## src/rtl/lcd_pkg.sv

```systemverilog
// Shared constants, state encoding and the init command table for the
// 16x2 character LCD refresh sequencer.
package lcd_pkg;

  localparam logic [7:0] FUNC_SET = 8'h38;
  localparam logic [7:0] DISP_ON  = 8'h0C;
  localparam logic [7:0] CLEAR    = 8'h01;
  localparam logic [7:0] ENTRY    = 8'h06;
  localparam logic [7:0] LINE1    = 8'h80;
  localparam logic [7:0] LINE2    = 8'hC0;

  localparam int LCD_COLS = 16;

  typedef enum logic [2:0] {
    PWR_WAIT,
    INIT,
    IDLE,
    L1_ADDR,
    L1_CHAR,
    L2_ADDR,
    L2_CHAR
  } lcd_state_t;

  // Power-up command order; the clear is the slow one, covered by the 1-step EN.
  function automatic logic [7:0] init_cmd(input logic [1:0] idx);
    case (idx)
      2'd0:    init_cmd = FUNC_SET;
      2'd1:    init_cmd = DISP_ON;
      2'd2:    init_cmd = CLEAR;
      default: init_cmd = ENTRY;
    endcase
  endfunction

endpackage

```

## src/rtl/lcd_byte_writer.sv

```systemverilog
// Two-phase LCD byte strobe: phase 0 drives RS/DATA with EN high, phase 1
// drops EN while holding RS/DATA. Each phase consumes one tick.
module lcd_byte_writer (
  input  logic       clk,
  input  logic       resetn,
  input  logic       tick,
  input  logic       start,
  input  logic       rs,
  input  logic [7:0] data,
  output logic       LCD_EN,
  output logic       LCD_RS,
  output logic [7:0] LCD_DATA,
  output logic       done
);

  // Handshake: start/rs/data are sampled on a tick while EN is low (phase 0);
  // done is high on the following tick (phase 1), where the producer advances
  // and may present the next byte for the very next tick.
  assign done = tick & LCD_EN;

  always_ff @(posedge clk or negedge resetn) begin
    if (!resetn) begin
      LCD_EN   <= 1'b0;
      LCD_RS   <= 1'b0;
      LCD_DATA <= 8'h00;
    end else if (tick) begin
      if (LCD_EN) begin
        LCD_EN <= 1'b0;
      end else if (start) begin
        LCD_EN   <= 1'b1;
        LCD_RS   <= rs;
        LCD_DATA <= data;
      end
    end
  end

endmodule

```

## src/rtl/lcd_refresh_sequencer.sv

```systemverilog
// Power-up init then two-line frame streaming for the 16x2 panel; the scene
// source supplies char_data combinationally for the registered char_addr.
module lcd_refresh_sequencer #(
  parameter int POWERUP_TICKS = 8,
  parameter bit AUTO_REFRESH  = 1'b1
) (
  input  logic       clk,
  input  logic       resetn,
  input  logic       tick,
  input  logic       refresh_req,
  input  logic [7:0] char_data,
  output logic [4:0] char_addr,
  output logic       busy,
  output logic       frame_done,
  output logic       LCD_ON,
  output logic       LCD_RW,
  output logic       LCD_RS,
  output logic       LCD_EN,
  output logic [7:0] LCD_DATA,
  output logic [2:0] fsm_state
);
  import lcd_pkg::*;

  localparam logic [15:0] PWR_LAST = 16'(POWERUP_TICKS - 1);
  localparam logic [3:0]  LAST_COL = 4'(LCD_COLS - 1);

  lcd_state_t  state;
  logic [15:0] pwr_cnt;
  logic [1:0]  init_idx;
  logic        req_pend;
  logic        go;
  logic        wr_start;
  logic        wr_rs;
  logic [7:0]  wr_data;
  logic        wr_done;

  assign LCD_ON    = 1'b1;
  assign LCD_RW    = 1'b0;
  assign fsm_state = state;
  assign go        = AUTO_REFRESH || req_pend;

  always_comb begin
    wr_start = 1'b1;
    wr_rs    = 1'b0;
    wr_data  = char_data;
    case (state)
      INIT:             wr_data = init_cmd(init_idx);
      L1_ADDR:          wr_data = LINE1;
      L2_ADDR:          wr_data = LINE2;
      L1_CHAR, L2_CHAR: wr_rs   = 1'b1;
      default:          wr_start = 1'b0;
    endcase
  end

  lcd_byte_writer u_writer (
    .clk      (clk),
    .resetn   (resetn),
    .tick     (tick),
    .start    (wr_start),
    .rs       (wr_rs),
    .data     (wr_data),
    .LCD_EN   (LCD_EN),
    .LCD_RS   (LCD_RS),
    .LCD_DATA (LCD_DATA),
    .done     (wr_done)
  );

  // char_addr doubles as the column counter: its low nibble wrapping ends a line.
  always_ff @(posedge clk or negedge resetn) begin
    if (!resetn) begin
      state      <= PWR_WAIT;
      pwr_cnt    <= '0;
      init_idx   <= '0;
      char_addr  <= '0;
      busy       <= 1'b1;
      frame_done <= 1'b0;
      req_pend   <= 1'b0;
    end else begin
      frame_done <= 1'b0;
      if (refresh_req) req_pend <= 1'b1;
      if (tick) begin
        case (state)
          PWR_WAIT: begin
            if (pwr_cnt == PWR_LAST) state <= INIT;
            else pwr_cnt <= pwr_cnt + 16'd1;
          end
          INIT: begin
            if (wr_done) begin
              if (init_idx == 2'd3) begin
                if (go) begin
                  state    <= L1_ADDR;
                  req_pend <= refresh_req;
                end else begin
                  state <= IDLE;
                  busy  <= 1'b0;
                end
              end else begin
                init_idx <= init_idx + 2'd1;
              end
            end
          end
          IDLE: begin
            if (req_pend) begin
              state    <= L1_ADDR;
              busy     <= 1'b1;
              req_pend <= refresh_req;
            end
          end
          L1_ADDR: if (wr_done) state <= L1_CHAR;
          L1_CHAR: begin
            if (wr_done) begin
              char_addr <= char_addr + 5'd1;
              if (char_addr[3:0] == LAST_COL) state <= L2_ADDR;
            end
          end
          L2_ADDR: if (wr_done) state <= L2_CHAR;
          L2_CHAR: begin
            if (wr_done) begin
              char_addr <= char_addr + 5'd1;
              if (char_addr[3:0] == LAST_COL) begin
                frame_done <= 1'b1;
                if (go) begin
                  state    <= L1_ADDR;
                  req_pend <= refresh_req;
                end else begin
                  state <= IDLE;
                  busy  <= 1'b0;
                end
              end
            end
          end
          default: state <= PWR_WAIT;
        endcase
      end
    end
  end

endmodule
```

## config.mk

```make
export PLATFORM = sky130hd
export DESIGN_NAME = lcd_refresh_sequencer
export DESIGN_NICKNAME = d
export VERILOG_FILES = /design/src/rtl/lcd_pkg.sv /design/src/rtl/lcd_byte_writer.sv /design/src/rtl/lcd_refresh_sequencer.sv
export SDC_FILE = /design/constraint.sdc
export NUM_CORES = 1
export LEC_CHECK = 0
export BUFFER_PORTS_ARGS = -buffer_cell sky130_fd_sc_hd__buf_2
export CORE_MARGIN = 2
export CORE_UTILIZATION = 40
export CTS_BUF_LIST = sky130_fd_sc_hd__clkbuf_8
export CTS_CLUSTER_DIAMETER = 80
export CTS_CLUSTER_SIZE = 12
export DETAILED_ROUTE_END_ITERATION = 8
export GPL_ROUTABILITY_DRIVEN = 0
export SLEW_MARGIN = 20
export SYNTH_ARGS = -nofsm -noshare
export SYNTH_HDL_FRONTEND = slang
export SYNTH_SLANG_ARGS = --single-unit
export TNS_END_PERCENT = 10
```

## constraint.sdc

```tcl
create_clock -name clk -period 2.89 [get_ports clk]
set_clock_uncertainty 0.1 [all_clocks]
set_input_delay 0.1445 -clock clk [delete_from_list [all_inputs] [get_ports clk]]
set_output_delay 0.1445 -clock clk [all_outputs]
set_load 0.01 [all_outputs]
```

==> flow_metrics.env <==
export IMPL_fp_row_count=25
export IMPL_die_area_um2=5420
export IMPL_critPathRequiredTime_ns=2.96
export IMPL_max_freq_ghz=0.502
export IMPL_cts_buffers_inserted=5
export IMPL_netlist_instances=186
export IMPL_yosysWarningCount=0
export IMPL_cts_tree="built"
export IMPL_finalCritPeriodShare_pct=68.9
export IMPL_h_tree_depth=2
export IMPL_dpl_hpwl_mm=2.69
export IMPL_wl_per_cell_um=13.7
export IMPL_busiest_layer="met2"
export IMPL_setup_violations=0
export IMPL_clkLatencyLatePin_ns=0.29
export IMPL_viasPerCell=5.26
export IMPL_root_buffer="clkbuf_8"
export IMPL_synthSimpleGateAreaFrac_pct=19.6
export IMPL_synthAdderAreaFrac_pct=5.04
export IMPL_pwr_share_seq_pct=45.9
export IMPL_grt_pass1_vias=1388
export IMPL_mappedNetlistArea_um2=1940
export IMPL_post_route_util_pct=48.6
export IMPL_tightestPinTransition_ns=0.828
export IMPL_leakage_nw=1.06
export IMPL_die_y_um=73.6
export IMPL_placedCellCount=263
export IMPL_drtIter0Drc=79
export IMPL_fin_crit_ns=1.99
export IMPL_synthArstFlopShare_pct=100
export IMPL_syn_area_per_cell_um2=10.4
export IMPL_slew_headroom_pct=44.8
export IMPL_use_met2_pct=24.4
export IMPL_min_path_cells=3
export IMPL_use_met3_pct=4.66
export IMPL_initial_core_util_pct=41.3
export IMPL_clock_path_buffers=2
export IMPL_finalWorstSetupSlack_ns=0.900
export IMPL_wl_mm=3.75
export IMPL_io_pin_count=34
export IMPL_drt_antenna_violating_nets=0
export IMPL_cp_max_fo=14
export IMPL_grt_use_met1_pct=20.7
export IMPL_overflow=0
export IMPL_stdcell_count=273
export IMPL_vias=1435
export IMPL_grt_start_max_net_pins=39
export IMPL_drv_cap=0
export IMPL_clkSinkCount=38
export IMPL_antenna_found_initial=0
export IMPL_die_x_um=73.6
export IMPL_synth_edff_count=0
export IMPL_path_clk_slew_ns=0.07
export IMPL_hold_viol_final=0
export IMPL_vdd_ir_drop_worst_uv=324
export IMPL_reg2reg_depth=3
export IMPL_p_int_mw=1.14
export IMPL_rsz0062_at_grt="false"
export IMPL_powerDensity_nw_per_um2=688
export IMPL_min_path_type="in -> reg"
export IMPL_drv_slew=0
export IMPL_synth_seq_cells=38
export IMPL_worst_setup_path_type="reg -> reg"
export IMPL_synth_cell_type_count=43
export IMPL_synth_compound_area_share_pct=10.8
export IMPL_grt_pass1_wl_mm=6.44
export IMPL_firstDrtPassIters=4
export IMPL_grt_use_total_pct=15.9
export IMPL_synth_top_family_by_area="simple AND/OR/NAND/NOR gates"
export IMPL_crit_arrival_ns=2.06
export IMPL_seq_area_frac_synth_pct=49.1
export IMPL_cp_start_kind="register"
export IMPL_crit_path_end_kind="register"
export IMPL_portBuffers=30
export IMPL_drive_gt1_share_pct=22.4
export IMPL_yosys_most_used_dff="dfrtp_1"
export IMPL_diodes=0
export IMPL_post_place_ws_ns=0.915
export IMPL_area_delta_synth_final_pct=17.6
export IMPL_drc=0
export IMPL_core_um2=4690
export IMPL_outcome="finished clean"
export IMPL_p_sw_share_pct=27.4
export IMPL_switchingPower_mw=0.431
export IMPL_pwr_share_comb_pct=19.0
export IMPL_nNetsFinal=237
export IMPL_synthXorXnorAreaFrac_pct=9.04
export IMPL_pwr_share_clk_pct=35.1
export IMPL_muxShareOfSynthArea_pct=1.94
export IMPL_fin_setup_tns_ns=0
==> synth_stat cells (all sizes together), types with 2 or more instances <==
library cell	n	area, µm²
dfrtp	38	951
nor4b	2	17.5
nand4	7	43.8
a21oi	5	25.0
o211ai	2	15.0
nor3	6	52.6
buf	6	46.3
mux2	3	37.5
nand2	22	82.6
conb	2	7.51
inv	4	15.0
nor2	7	26.3
clkbuf	5	18.8
o21ai	11	55.1
and3	2	12.5
ha	7	87.6
nand3	9	45.0
xor2	3	26.3
a31oi	2	12.5
xnor2	17	149
nor4	2	12.5
nor2b	2	12.5
a22oi	5	37.5
and4	2	17.5
==> sequential cells by signal (all words and copies together), names as in the netlist <==
name	flops
u_writer.LCD_EN	1
u_writer.LCD_RS	1
init_idx	2
frame_done	1
u_writer.LCD_DATA	8
pwr_cnt	16
req_pend	1
fsm_state	3
char_addr	5
==> kinds of logic after synthesis <==
logic type               after synthesis
flip-flops                            38
adder cells (fa/ha/maj)                8
other                                  2
AO/OA/AOI/OAI                         33
multiplexers                           3
XOR/XNOR                              20
AND/OR/NAND/NOR                       67
buffers and inverters                 15
==> worst paths after layout <==
check | startpoint | endpoint | slack [ns]
setup / recovery | fsm_state[1] | init_idx[1] | 0.90
hold / removal | char_data[5] | u_writer.LCD_DATA[5] | 0.06
setup reg to reg | fsm_state[1] | init_idx[1] | 0.90
hold reg to reg | u_writer.LCD_DATA[1] | u_writer.LCD_DATA[1] | 0.38
max in group asynchronous | resetn | init_idx[1] | 1.78
min in group asynchronous | resetn | pwr_cnt[3] | 0.39
==> layout by cell type (no fill, tap or decap), types with 4 or more instances in the layout <==
cell type and instances:
nand2_1 22, nor3_1 4, nor2_1 7, inv_1 4, o21ai_0 11, ha_1 7
clkbuf_8 6, dfrtp_1 38, nand3_1 9, a22oi_1 5, buf_2 30, xnor2_1 17
nand4_1 7, a21oi_1 5
==> area by class of cell <==
class	count	area (µm²)
multi-input combinational	134	911
timing repair buffer	35	193
clock buffer	6	82.6
fill	456	2410
clock inverter	2	60.1
tap	54	67.6
sequential	38	951
inverter	4	15.0
==> metal layers <==
layer	vias to the layer above	wire, µm
met3	5	167
met4	0	59
met1	685	1730
met2	32	1790
met5	-	0
li1	713	-
==> power by group through the flow <==
stage | logic, mW | registers, mW | clock network [mW]
floorplan | 0.193 | 0.732 | 0
global placement | 0.291 | 0.732 | 0
detailed placement | 0.299 | 0.732 | 0
CTS | 0.303 | 0.722 | 0.566
global route | 0.339 | 0.740 | 0.594
finish | 0.298 | 0.721 | 0.551
==> worst max-delay path: stages (launching register included) <==
cell and delay (ns):
dfrtp_1 0.53, nor3b_2 0.48, or3b_1 0.45, mux2_4 0.32
==> repair_timing <==
item / in CTS / in global routing
gates resized for setup: 0 / 0
endpoints found under the hold margin: 39 / 0
buffers inserted: 0 / 0
endpoints found under the setup margin: 0 / 0
hold buffers: 2 / 0
==> metrics by stage <==
step	power, mW	hold WS (ns)	instance area, µm²
2_1_floorplan	0.924	-0.251	1940
3_3_place_gp	1.02	0.203	2120
3_5_place_dp	1.03	0.201	2120
4_1_cts	1.59	0.0439	2280
5_1_grt	1.67	0.0707	2280
6_report	1.57	0.0572	2280
No activity file was read; power rests on OpenSTA's default activity.
